### src/rtl/fetch_cycle.sv
// ---------------------------------------------------------------------------
// fetch_cycle
//
// Instruction fetch stage with an IF/ID pipeline register. It keeps the next
// fetch PC (PCF), issues one request at a time to a variable-latency
// instruction memory, and handles decode stalls, hazard flushes and redirects
// from execute.
//
// Control is a three-state FSM:
//   FETCH - request IMemAddr = PCF and accept the response when it comes
//   HOLD  - decode stalled while a response arrived; the instruction waits
//           in a one-entry skid buffer and no new request is made
//   DROP  - a redirect arrived while a request was still outstanding; the
//           old address is held until the memory answers, then the answer
//           is thrown away
//
// Ports
//   clk        in   1  rising-edge clock
//   rst        in   1  synchronous reset, active low
//   StallD     in   1  decode cannot accept a new instruction
//   FlushD     in   1  kill the IF/ID contents
//   PCSrcE     in   1  taken branch/jump redirect from execute
//   PCTargetE  in   9  redirect target (word address)
//   IMemReq    out  1  instruction memory request
//   IMemAddr   out  9  instruction word address, stable until IMemAck
//   IMemAck    in   1  memory response, IMemRdata valid in the same cycle
//   IMemRdata  in  33  fetched instruction
//   InstrD     out 33  IF/ID instruction
//   PCD        out  9  IF/ID PC
//   PCPlus4D   out  9  IF/ID PC + 1 (word addressing, wraps at 512)
//   ValidD     out  1  IF/ID holds a real instruction
// ---------------------------------------------------------------------------
module fetch_cycle (
  input  logic        clk,
  input  logic        rst,
  input  logic        StallD,
  input  logic        FlushD,
  input  logic        PCSrcE,
  input  logic [8:0]  PCTargetE,
  output logic        IMemReq,
  output logic [8:0]  IMemAddr,
  input  logic        IMemAck,
  input  logic [32:0] IMemRdata,
  output logic [32:0] InstrD,
  output logic [8:0]  PCD,
  output logic [8:0]  PCPlus4D,
  output logic        ValidD
);

  typedef enum logic [1:0] {
    FETCH = 2'd0,
    HOLD  = 2'd1,
    DROP  = 2'd2
  } state_t;

  state_t      r_state;
  state_t      w_nextState;

  logic [8:0]  r_pcF;
  logic [8:0]  r_dropAddr;
  logic [32:0] r_skidInstr;
  logic [8:0]  r_skidPc;

  logic [32:0] r_instrD;
  logic [8:0]  r_pcD;
  logic [8:0]  r_pcPlus4D;
  logic        r_validD;

  logic [8:0]  w_pcPlus1F;
  logic [8:0]  w_pcNext;
  logic        w_haveInstr;
  logic [32:0] w_instr;
  logic [8:0]  w_instrPc;
  logic        w_skidLoad;
  logic        w_dropLoad;
  logic        w_flushD;

  assign w_pcPlus1F = r_pcF + 9'd1;

  // A redirect always invalidates whatever sits in IF/ID or would enter it.
  assign w_flushD = FlushD | PCSrcE;

  // State register.
  always_ff @(posedge clk) begin
    if (!rst) begin
      r_state <= FETCH;
    end else begin
      r_state <= w_nextState;
    end
  end

  // Next-state logic.
  always_comb begin
    w_nextState = r_state;
    case (r_state)
      FETCH: begin
        if (IMemAck) begin
          if (!PCSrcE && StallD) begin
            w_nextState = HOLD;
          end
        end else if (PCSrcE) begin
          w_nextState = DROP;
        end
      end
      HOLD: begin
        if (PCSrcE || !StallD) begin
          w_nextState = FETCH;
        end
      end
      DROP: begin
        if (IMemAck) begin
          w_nextState = FETCH;
        end
      end
      default: w_nextState = FETCH;
    endcase
  end

  // Output / datapath control decode. w_haveInstr marks an instruction that
  // is ready to enter IF/ID this cycle, either straight from memory or from
  // the skid buffer; whether it actually enters is decided by the IF/ID
  // priority in the register process below.
  always_comb begin
    IMemReq     = 1'b0;
    IMemAddr    = r_pcF;
    w_haveInstr = 1'b0;
    w_instr     = IMemRdata;
    w_instrPc   = r_pcF;
    w_pcNext    = r_pcF;
    w_skidLoad  = 1'b0;
    w_dropLoad  = 1'b0;
    case (r_state)
      FETCH: begin
        IMemReq = 1'b1;
        if (IMemAck) begin
          if (PCSrcE) begin
            w_pcNext = PCTargetE;
          end else begin
            w_pcNext = w_pcPlus1F;
            if (StallD) begin
              w_skidLoad = 1'b1;
            end else begin
              w_haveInstr = 1'b1;
            end
          end
        end else if (PCSrcE) begin
          w_dropLoad = 1'b1;
          w_pcNext   = PCTargetE;
        end
      end
      HOLD: begin
        if (PCSrcE) begin
          w_pcNext = PCTargetE;
        end else if (!StallD) begin
          w_haveInstr = 1'b1;
          w_instr     = r_skidInstr;
          w_instrPc   = r_skidPc;
        end
      end
      DROP: begin
        IMemReq  = 1'b1;
        IMemAddr = r_dropAddr;
        if (PCSrcE) begin
          w_pcNext = PCTargetE;
        end
      end
      default: begin
        IMemReq = 1'b0;
      end
    endcase
    // Dropping the request during reset is how an outstanding access is
    // cancelled, so the request and address are forced low here.
    if (!rst) begin
      IMemReq  = 1'b0;
      IMemAddr = 9'h000;
    end
  end

  // Fetch PC, drop address and skid buffer. A flush does not block the skid
  // capture: the stalled instruction is younger than the one being killed.
  always_ff @(posedge clk) begin
    if (!rst) begin
      r_pcF       <= 9'h000;
      r_dropAddr  <= 9'h000;
      r_skidInstr <= 33'h0;
      r_skidPc    <= 9'h000;
    end else begin
      r_pcF <= w_pcNext;
      if (w_dropLoad) begin
        r_dropAddr <= r_pcF;
      end
      if (w_skidLoad) begin
        r_skidInstr <= IMemRdata;
        r_skidPc    <= r_pcF;
      end
    end
  end

  // IF/ID register: flush beats stall, stall beats a new instruction, and
  // with nothing to load a bubble is inserted.
  always_ff @(posedge clk) begin
    if (!rst) begin
      r_instrD   <= 33'h0;
      r_pcD      <= 9'h000;
      r_pcPlus4D <= 9'h000;
      r_validD   <= 1'b0;
    end else if (w_flushD) begin
      r_instrD   <= 33'h0;
      r_pcD      <= 9'h000;
      r_pcPlus4D <= 9'h000;
      r_validD   <= 1'b0;
    end else if (StallD) begin
      r_instrD   <= r_instrD;
      r_pcD      <= r_pcD;
      r_pcPlus4D <= r_pcPlus4D;
      r_validD   <= r_validD;
    end else if (w_haveInstr) begin
      r_instrD   <= w_instr;
      r_pcD      <= w_instrPc;
      r_pcPlus4D <= w_instrPc + 9'd1;
      r_validD   <= 1'b1;
    end else begin
      r_instrD   <= 33'h0;
      r_pcD      <= 9'h000;
      r_pcPlus4D <= 9'h000;
      r_validD   <= 1'b0;
    end
  end

  assign InstrD   = r_instrD;
  assign PCD      = r_pcD;
  assign PCPlus4D = r_pcPlus4D;
  assign ValidD   = r_validD;

endmodule

### config.mk
export PLATFORM = sky130hd
export DESIGN_NAME = fetch_cycle
export DESIGN_NICKNAME = d
export VERILOG_FILES = /design/src/rtl/fetch_cycle.sv
export SDC_FILE = /design/constraint.sdc
export NUM_CORES = 1
export LEC_CHECK = 0
export ABC_CLOCK_PERIOD_IN_PS = 2630
export CORE_ASPECT_RATIO = 0.9
export CORE_UTILIZATION = 35
export DETAILED_ROUTE_END_ITERATION = 16
export GPL_ROUTABILITY_DRIVEN = 1
export PLACE_DENSITY = 0.73
export SYNTH_ARGS = -nofsm -noshare
export SYNTH_HDL_FRONTEND = slang
export SYNTH_SLANG_ARGS = --single-unit
export TNS_END_PERCENT = 1
### constraint.sdc
create_clock -name clk -period 2.63 [get_ports clk]
set_input_delay 0.6575 -clock clk [delete_from_list [all_inputs] [get_ports clk]]
set_output_delay 0.6575 -clock clk [all_outputs]
set_load 0.005 [all_outputs]
==> out/results.ini, run 1 <==
[die]
start_util_pct = 35.76
chipHeight_um = 118.1
core-area_um2 = 14660
die_w_um = 131.0
die-area_um2 = 15470
fp-row-count = 42
io_pins = 110

[sta]
slew_headroom_pct = 47.41
worst_slew_pin_slew_ps = 782.8
fin_ws_ps = 78.38
rsz0062_at_grt = false
final-hold-violation-count = 0
skew_ps = 11.53
period_share_pct = 97.02
timing.final.max_slew_violations = 0
timing.hold.ws_ps = 461.9
setup_viol = 0
fin_crit_ps = 2552
fmax_ghz = 0.3919
fin_setup_tns_ps = 0

[global_route]
antenna_found_initial = 0
grt_pass1_wl_mm = 22.78
grt_max_degree = 53
overflow = 0
track_usage_pct = 19.08
grt_pass1_vias = 4424

[min_path]
holdCritStartpoint = r_skidInstr[32]$_SDFFE_PN0P_
hold_path_depth = 2
holdPathEnd = r_skidInstr[32]$_SDFFE_PN0P_
hold_path_class = reg2reg

[final_layout]
area_growth_pct = 38.26
finalNetCount = 829
n_antenna_cell = 0
drive_gt1_share_pct = 10.29
final_util_pct = 49.44

[power_and_ir_drop]
powerDensity_nw_per_um2 = 633.4
p_leak_uw = 0.002736
irDropWorstVdd_mv = 0.4620
total_power_uw = 4591

[detailed_routing]
via_per_inst = 4.946
via_count = 4872
final_antenna_net_count = 0
finalWirelength_mm = 14.13
wl_per_cell_um = 14.35
dr.pass1.iters = 5
drcViolationCount = 0
drt_iter0_drc = 292

[worst_setup_path]
cp_max_fo = 5
crit_required_ps = 1970
r2r_slack_ps = 350
timing.rr.start = r_state[1]$_SDFFE_PN0P_
crit_start = r_state[0]$_SDFFE_PN0P_
cp-end-kind = primary output
path_class = reg2out
r2r_cells = 9
arrival_ps = 1890
rr_endpoint = PCPlus4D[4]$_SDFFE_PP0N_
start_kind = flip-flop

[logic_synthesis]
ys_types = 41
synth_fp_nets = 722
syn_inst = 668
synth_area_per_cell_um2 = 7.848
synth_edf_count = 0
ys.flop_type = dfxtp_1
async_reset_ff_share_pct = 0
synth_seq_cells = 114
yosys_warnings = 0
synthesis.area_um2 = 5243
ys_seq_area_share_pct = 43.53

[run]
maxCapViolCount = 0

[place]
gp_congestion = 0.8622
hpwl_mm = 9.309
place_ws_ps = -107.9
portBuffers = 109

[outcome]
status = complete, no violations

[clock_tree]
cts_buffers = 17
clock_tree.buffer_depth = 2
cts_num_sinks = 114
clkTransAtPathRegs_ps = 50
cts-root-buf = clkbuf_16
cts_tree = yes
clock_latency_ps = 420
h-tree-depth = 4

## flip-flops by register name (all words and copies together) (netlist names)
signal       count
PCPlus4D         9
r_skidInstr     33
r_dropAddr       9
InstrD          33
PCD              9
r_state          2
r_pcF            9
r_skidPc         9
ValidD           1
## area by class of cell
cell class	count	area, um2
Clock buffer	27	523.0
Clock inverter	4	70.07
Fill cell	1400	7413
Inverter	8	30.03
Multi-Input combinational cell	490	2715
Sequential cell	114	2283
Tap cell	198	247.7
Timing Repair Buffer	144	1379
## per-stage QoR
step	instance area, um2	cells
2_1_floorplan	5243	668
3_3_place_gp	6604	952
3_5_place_dp	6604	952
4_1_cts	7209	983
5_1_grt	7248	985
6_report	7248	985
## what timing repair did
item,4_1_cts,5_1_grt
hold buffers,0,0
buffers inserted,0,2
resized for setup,2,7
setup endpoints to repair,10,7
## Yosys cell counts, drive strengths merged (6+ instances only)
library cell / number / area (um2)
nor2: 64 / 240.2
nand2: 161 / 604.3
dfxtp: 114 / 2282
a22o: 6 / 52.55
mux2i: 24 / 240.2
o21ai: 7 / 35.03
nor2b: 23 / 143.9
o221a: 6 / 67.56
buf: 13 / 73.82
xor2: 6 / 52.55
clkbuf: 43 / 161.4
a21oi: 85 / 425.4
a22oi: 7 / 52.55
inv: 8 / 30.03
a21boi: 45 / 337.8
ha: 6 / 75.07
nand3: 10 / 50.05
## power breakdown
part | switching (uW) | total [uW] | internal [uW]
clock | 758 | 2290 | 1540
combinational | 250 | 490 | 240
sequential | 34.0 | 1810 | 1770
## kinds of logic (layout without fill, tap and decap cells)
logic type | count (synthesis) | after routing | share of synthesized area [%]
mux | 28 | 28 | 5.585
fa+ha+maj | 6 | 6 | 1.432
xor+xnor | 9 | 9 | 1.504
flops | 114 | 114 | 43.53
buf+inv | 64 | 183 | 5.060
compound gates | 167 | 167 | 20.19
simple gates | 280 | 280 | 22.70
## critical path: stages (launching register included)
cell,delay [ps]
dfxtp_2,350
inv_2,60
ha_4,170
buf_4,170
mux2i_1,120
nor2b_1,110
clkdlybuf4s50_1,500
## placed cells by master (no fill, tap or decap), types with 3 or more instances in the layout
cell type	count
nor3_1	5
clkbuf_16	17
a21boi_0	45
dfxtp_1	113
nand2_1	161
nor2_1	64
dlymetal6s2s_1	4
inv_1	7
and3_1	5
o221a_2	6
clkbuf_1	4
ha_1	5
nor2b_1	22
buf_4	33
a22o_1	6
nand3_1	9
mux2i_1	24
clkdlybuf4s50_1	103
nand2b_1	5
a22oi_1	7
xor2_1	6
clkbuf_8	6
xnor2_1	3
o21ai_0	7
a21oi_1	85
## worst max path at each step
stage | cells after the start | end | slack [ps]
4_1_cts | 5 | IMemReq | 10
2_1_floorplan | 9 | PCPlus4D[4]$_SDFFE_PP0N_ | 60
3_3_place_gp | 8 | PCPlus4D[4]$_SDFFE_PP0N_ | -90
5_1_grt | 6 | IMemAddr[5] | 0.5
6_report | 6 | IMemAddr[4] | 80
3_5_place_dp | 8 | PCPlus4D[4]$_SDFFE_PP0N_ | -110
## metal layers
layer / global-route usage, % / part of all wire, % / vias to the layer above
li1: - / - / 2449
met1: 26.39 / 48 / 2269
met2: 28.17 / 44 / 143
met3: 5.818 / 6.6 / 11
met4: 5.747 / 0.87 / 0
met5: 0 / 0 / -
(Power assumes the default switching activity.)
==> run 2, diff against run 1 <==
--- a/config.mk
+++ b/config.mk
@@ -9,8 +9,9 @@
 export CORE_ASPECT_RATIO = 0.9
 export CORE_UTILIZATION = 35
 export DETAILED_ROUTE_END_ITERATION = 16
-export GPL_ROUTABILITY_DRIVEN = 1
+export GPL_ROUTABILITY_DRIVEN = 0
 export PLACE_DENSITY = 0.73
+export SKIP_CTS_REPAIR_TIMING = 1
 export SYNTH_ARGS = -nofsm -noshare
 export SYNTH_HDL_FRONTEND = slang
 export SYNTH_SLANG_ARGS = --single-unit
==> run 2 against run 1 <==
  * Combinational power about the same
  * Sequential power about the same
  * Power about the same
  * Die area unchanged
  * Register-to-register slack better by 30 ps
  * Critical path depth unchanged
  * Fmax down 1.7%
  * Clock skew about the same
  * Global-route usage about the same
  * First-iteration DRC count up 4.1%
  * Core utilization about the same
  * Critical path type unchanged
  * Critical endpoint is now IMemReq
==> out/results.ini, run 2 (synthesized netlist as in run 1, its figures left out) <==
[die]
die_w_um = 131.0
core-area_um2 = 14660
die-area_um2 = 15470
start_util_pct = 35.76
io_pins = 110
chipHeight_um = 118.1
fp-row-count = 42

[final_layout]
ff_latch_area_um2 = 2285
drive_gt1_share_pct = 10.42
fillCellCount = 1396
multi_input_area_um2 = 2715
finalNetCount = 829
n_antenna_cell = 0
area_growth_pct = 38.28
stdcell_count = 985
layout_common_cells = nand2_1 (161), dfxtp_1 (112), clkdlybuf4s50_1 (103)
mostFrequentLayoutCell = nand2_1
fin_area_um2 = 7249

[run]
maxCapViolCount = 0

[place]
place_ws_ps = -107.9
hpwl_mm = 9.309
dp_cells = 952
place_area_um2 = 6604
portBuffers = 109

[global_route]
track_usage_pct = 19.06
overflow = 0
grtUsageMet3_pct = 5.818
grt_max_degree = 53
grt-busiest-layer = met2
grt_pass1_vias = 4420
use_met1_pct = 26.33
met2_usage_pct = 28.17
antenna_found_initial = 0
grt_pass1_wl_mm = 22.75

[min_path]
hold_path_depth = 2
holdPathEnd = r_skidInstr[32]$_SDFFE_PN0P_
hold_path_class = reg2reg
holdCritStartpoint = r_skidInstr[32]$_SDFFE_PN0P_

[worst_setup_path]
r2r_slack_ps = 380
worst-path-buf-inv = 4
worst_path_max_delay_cell = clkdlybuf4s50_1
crit_path_cell_trace = inv_2 > ha_4 > clkbuf_4 > buf_4 > o21a_1 > clkdlybuf4s50_1
start_kind = flip-flop
crit_required_ps = 1970
max_stage_delay_ps = 440
rr_endpoint = PCPlus4D[4]$_SDFFE_PP0N_
cp_max_fo = 5
timing.rr.start = r_state[1]$_SDFFE_PN0P_
path_class = reg2out
r2r_cells = 9
critical_path.top_delay_family = buffers and inverters
arrival_ps = 1940
cp-end-kind = primary output

[sta]
fmax_ghz = 0.3854
setup_viol = 0
slew_headroom_pct = 45.99
timing.final.max_slew_violations = 0
skew_ps = 11.45
fin_crit_ps = 2595
timing.hold.ws_ps = 461.0
fin_ws_ps = 35.19
period_share_pct = 98.66
final-hold-violation-count = 0
worst_slew_pin_slew_ps = 803.9
rsz0062_at_grt = true

[power_and_ir_drop]
p_sw_share_pct = 22.68
irDropWorstVdd_mv = 0.4612
p_sw_uw = 1041
powerDensity_nw_per_um2 = 633.2
p_comb_share_pct = 10.6
clockPowerShare_pct = 50.0
pwr-share-seq_pct = 39.4
p_leak_uw = 0.002736
intPower_uw = 3549
total_power_uw = 4590

[clock_tree]
cts-root-buf = clkbuf_16
cts_buffers = 17
h-tree-depth = 4
clock_latency_ps = 420
cts_num_sinks = 114
clkTransAtPathRegs_ps = 50
clock_tree.buffer_depth = 2
cts_tree = yes

[detailed_routing]
drcViolationCount = 0
wl_per_cell_um = 14.33
final_antenna_net_count = 0
drt_iter0_drc = 304
dr.pass1.iters = 5
finalWirelength_mm = 14.12
via_per_inst = 4.948
via_count = 4874

[outcome]
status = complete, no violations

-- run 2: cell types whose count changed in the layout (fill, tap and decap cells not counted), sizes merged --
cell    change
clkbuf      +1
buf         -1
-- run 2: power by group through the flow --
stage	clock [uW]	sequential, uW	combinational [uW]
after global placement	0	1840	472
after detailed placement	0	1840	476
after global routing	2430	1810	533
final	2290	1810	489
after CTS	2330	1810	479
after floorplan	0	1830	274
-- run 2: final cells by class --
type	count	area share [%]
multi-input combinational	490	37.45
sequential	114	31.52
timing repair buffer	144	19.02
clock buffer	27	7.214
tap	198	3.417
clock inverter	4	0.9665
inverter	8	0.4142
-- run 2: worst max-delay path by stage --
stage / from / to / slack [ps] / cells past startpoint
final: r_state[0]$_SDFFE_PN0P_ / IMemReq / 40 / 6
after global routing: r_state[0]$_SDFFE_PN0P_ / IMemReq / -20 / 6
after CTS: r_state[0]$_SDFFE_PN0P_ / IMemReq / -320 / 5
after detailed placement: PCSrcE / PCPlus4D[4]$_SDFFE_PP0N_ / -110 / 8
after global placement: PCSrcE / PCPlus4D[4]$_SDFFE_PP0N_ / -90 / 8
after floorplan: PCSrcE / PCPlus4D[4]$_SDFFE_PP0N_ / 60 / 9
-- run 2: through the flow --
step	setup TNS, ps	utilization (%)
3_3_place_gp	-153.0	45.04
5_1_grt	-16.31	49.45
2_1_floorplan	0	-
3_5_place_dp	-264.1	45.04
6_report	0	49.45
4_1_cts	-2691	49.09
-- run 2: tightest hold or removal path: stages (launching register included) --
cell and delay (ps):
dfxtp_1 300, nand2_1 50, a21boi_0 60
-- run 2: metal layers --
layer,wire (um),up-vias
met1,6711,2246
met5,0,-
met4,137,0
met2,6225,165
li1,-,2450
met3,1043,13
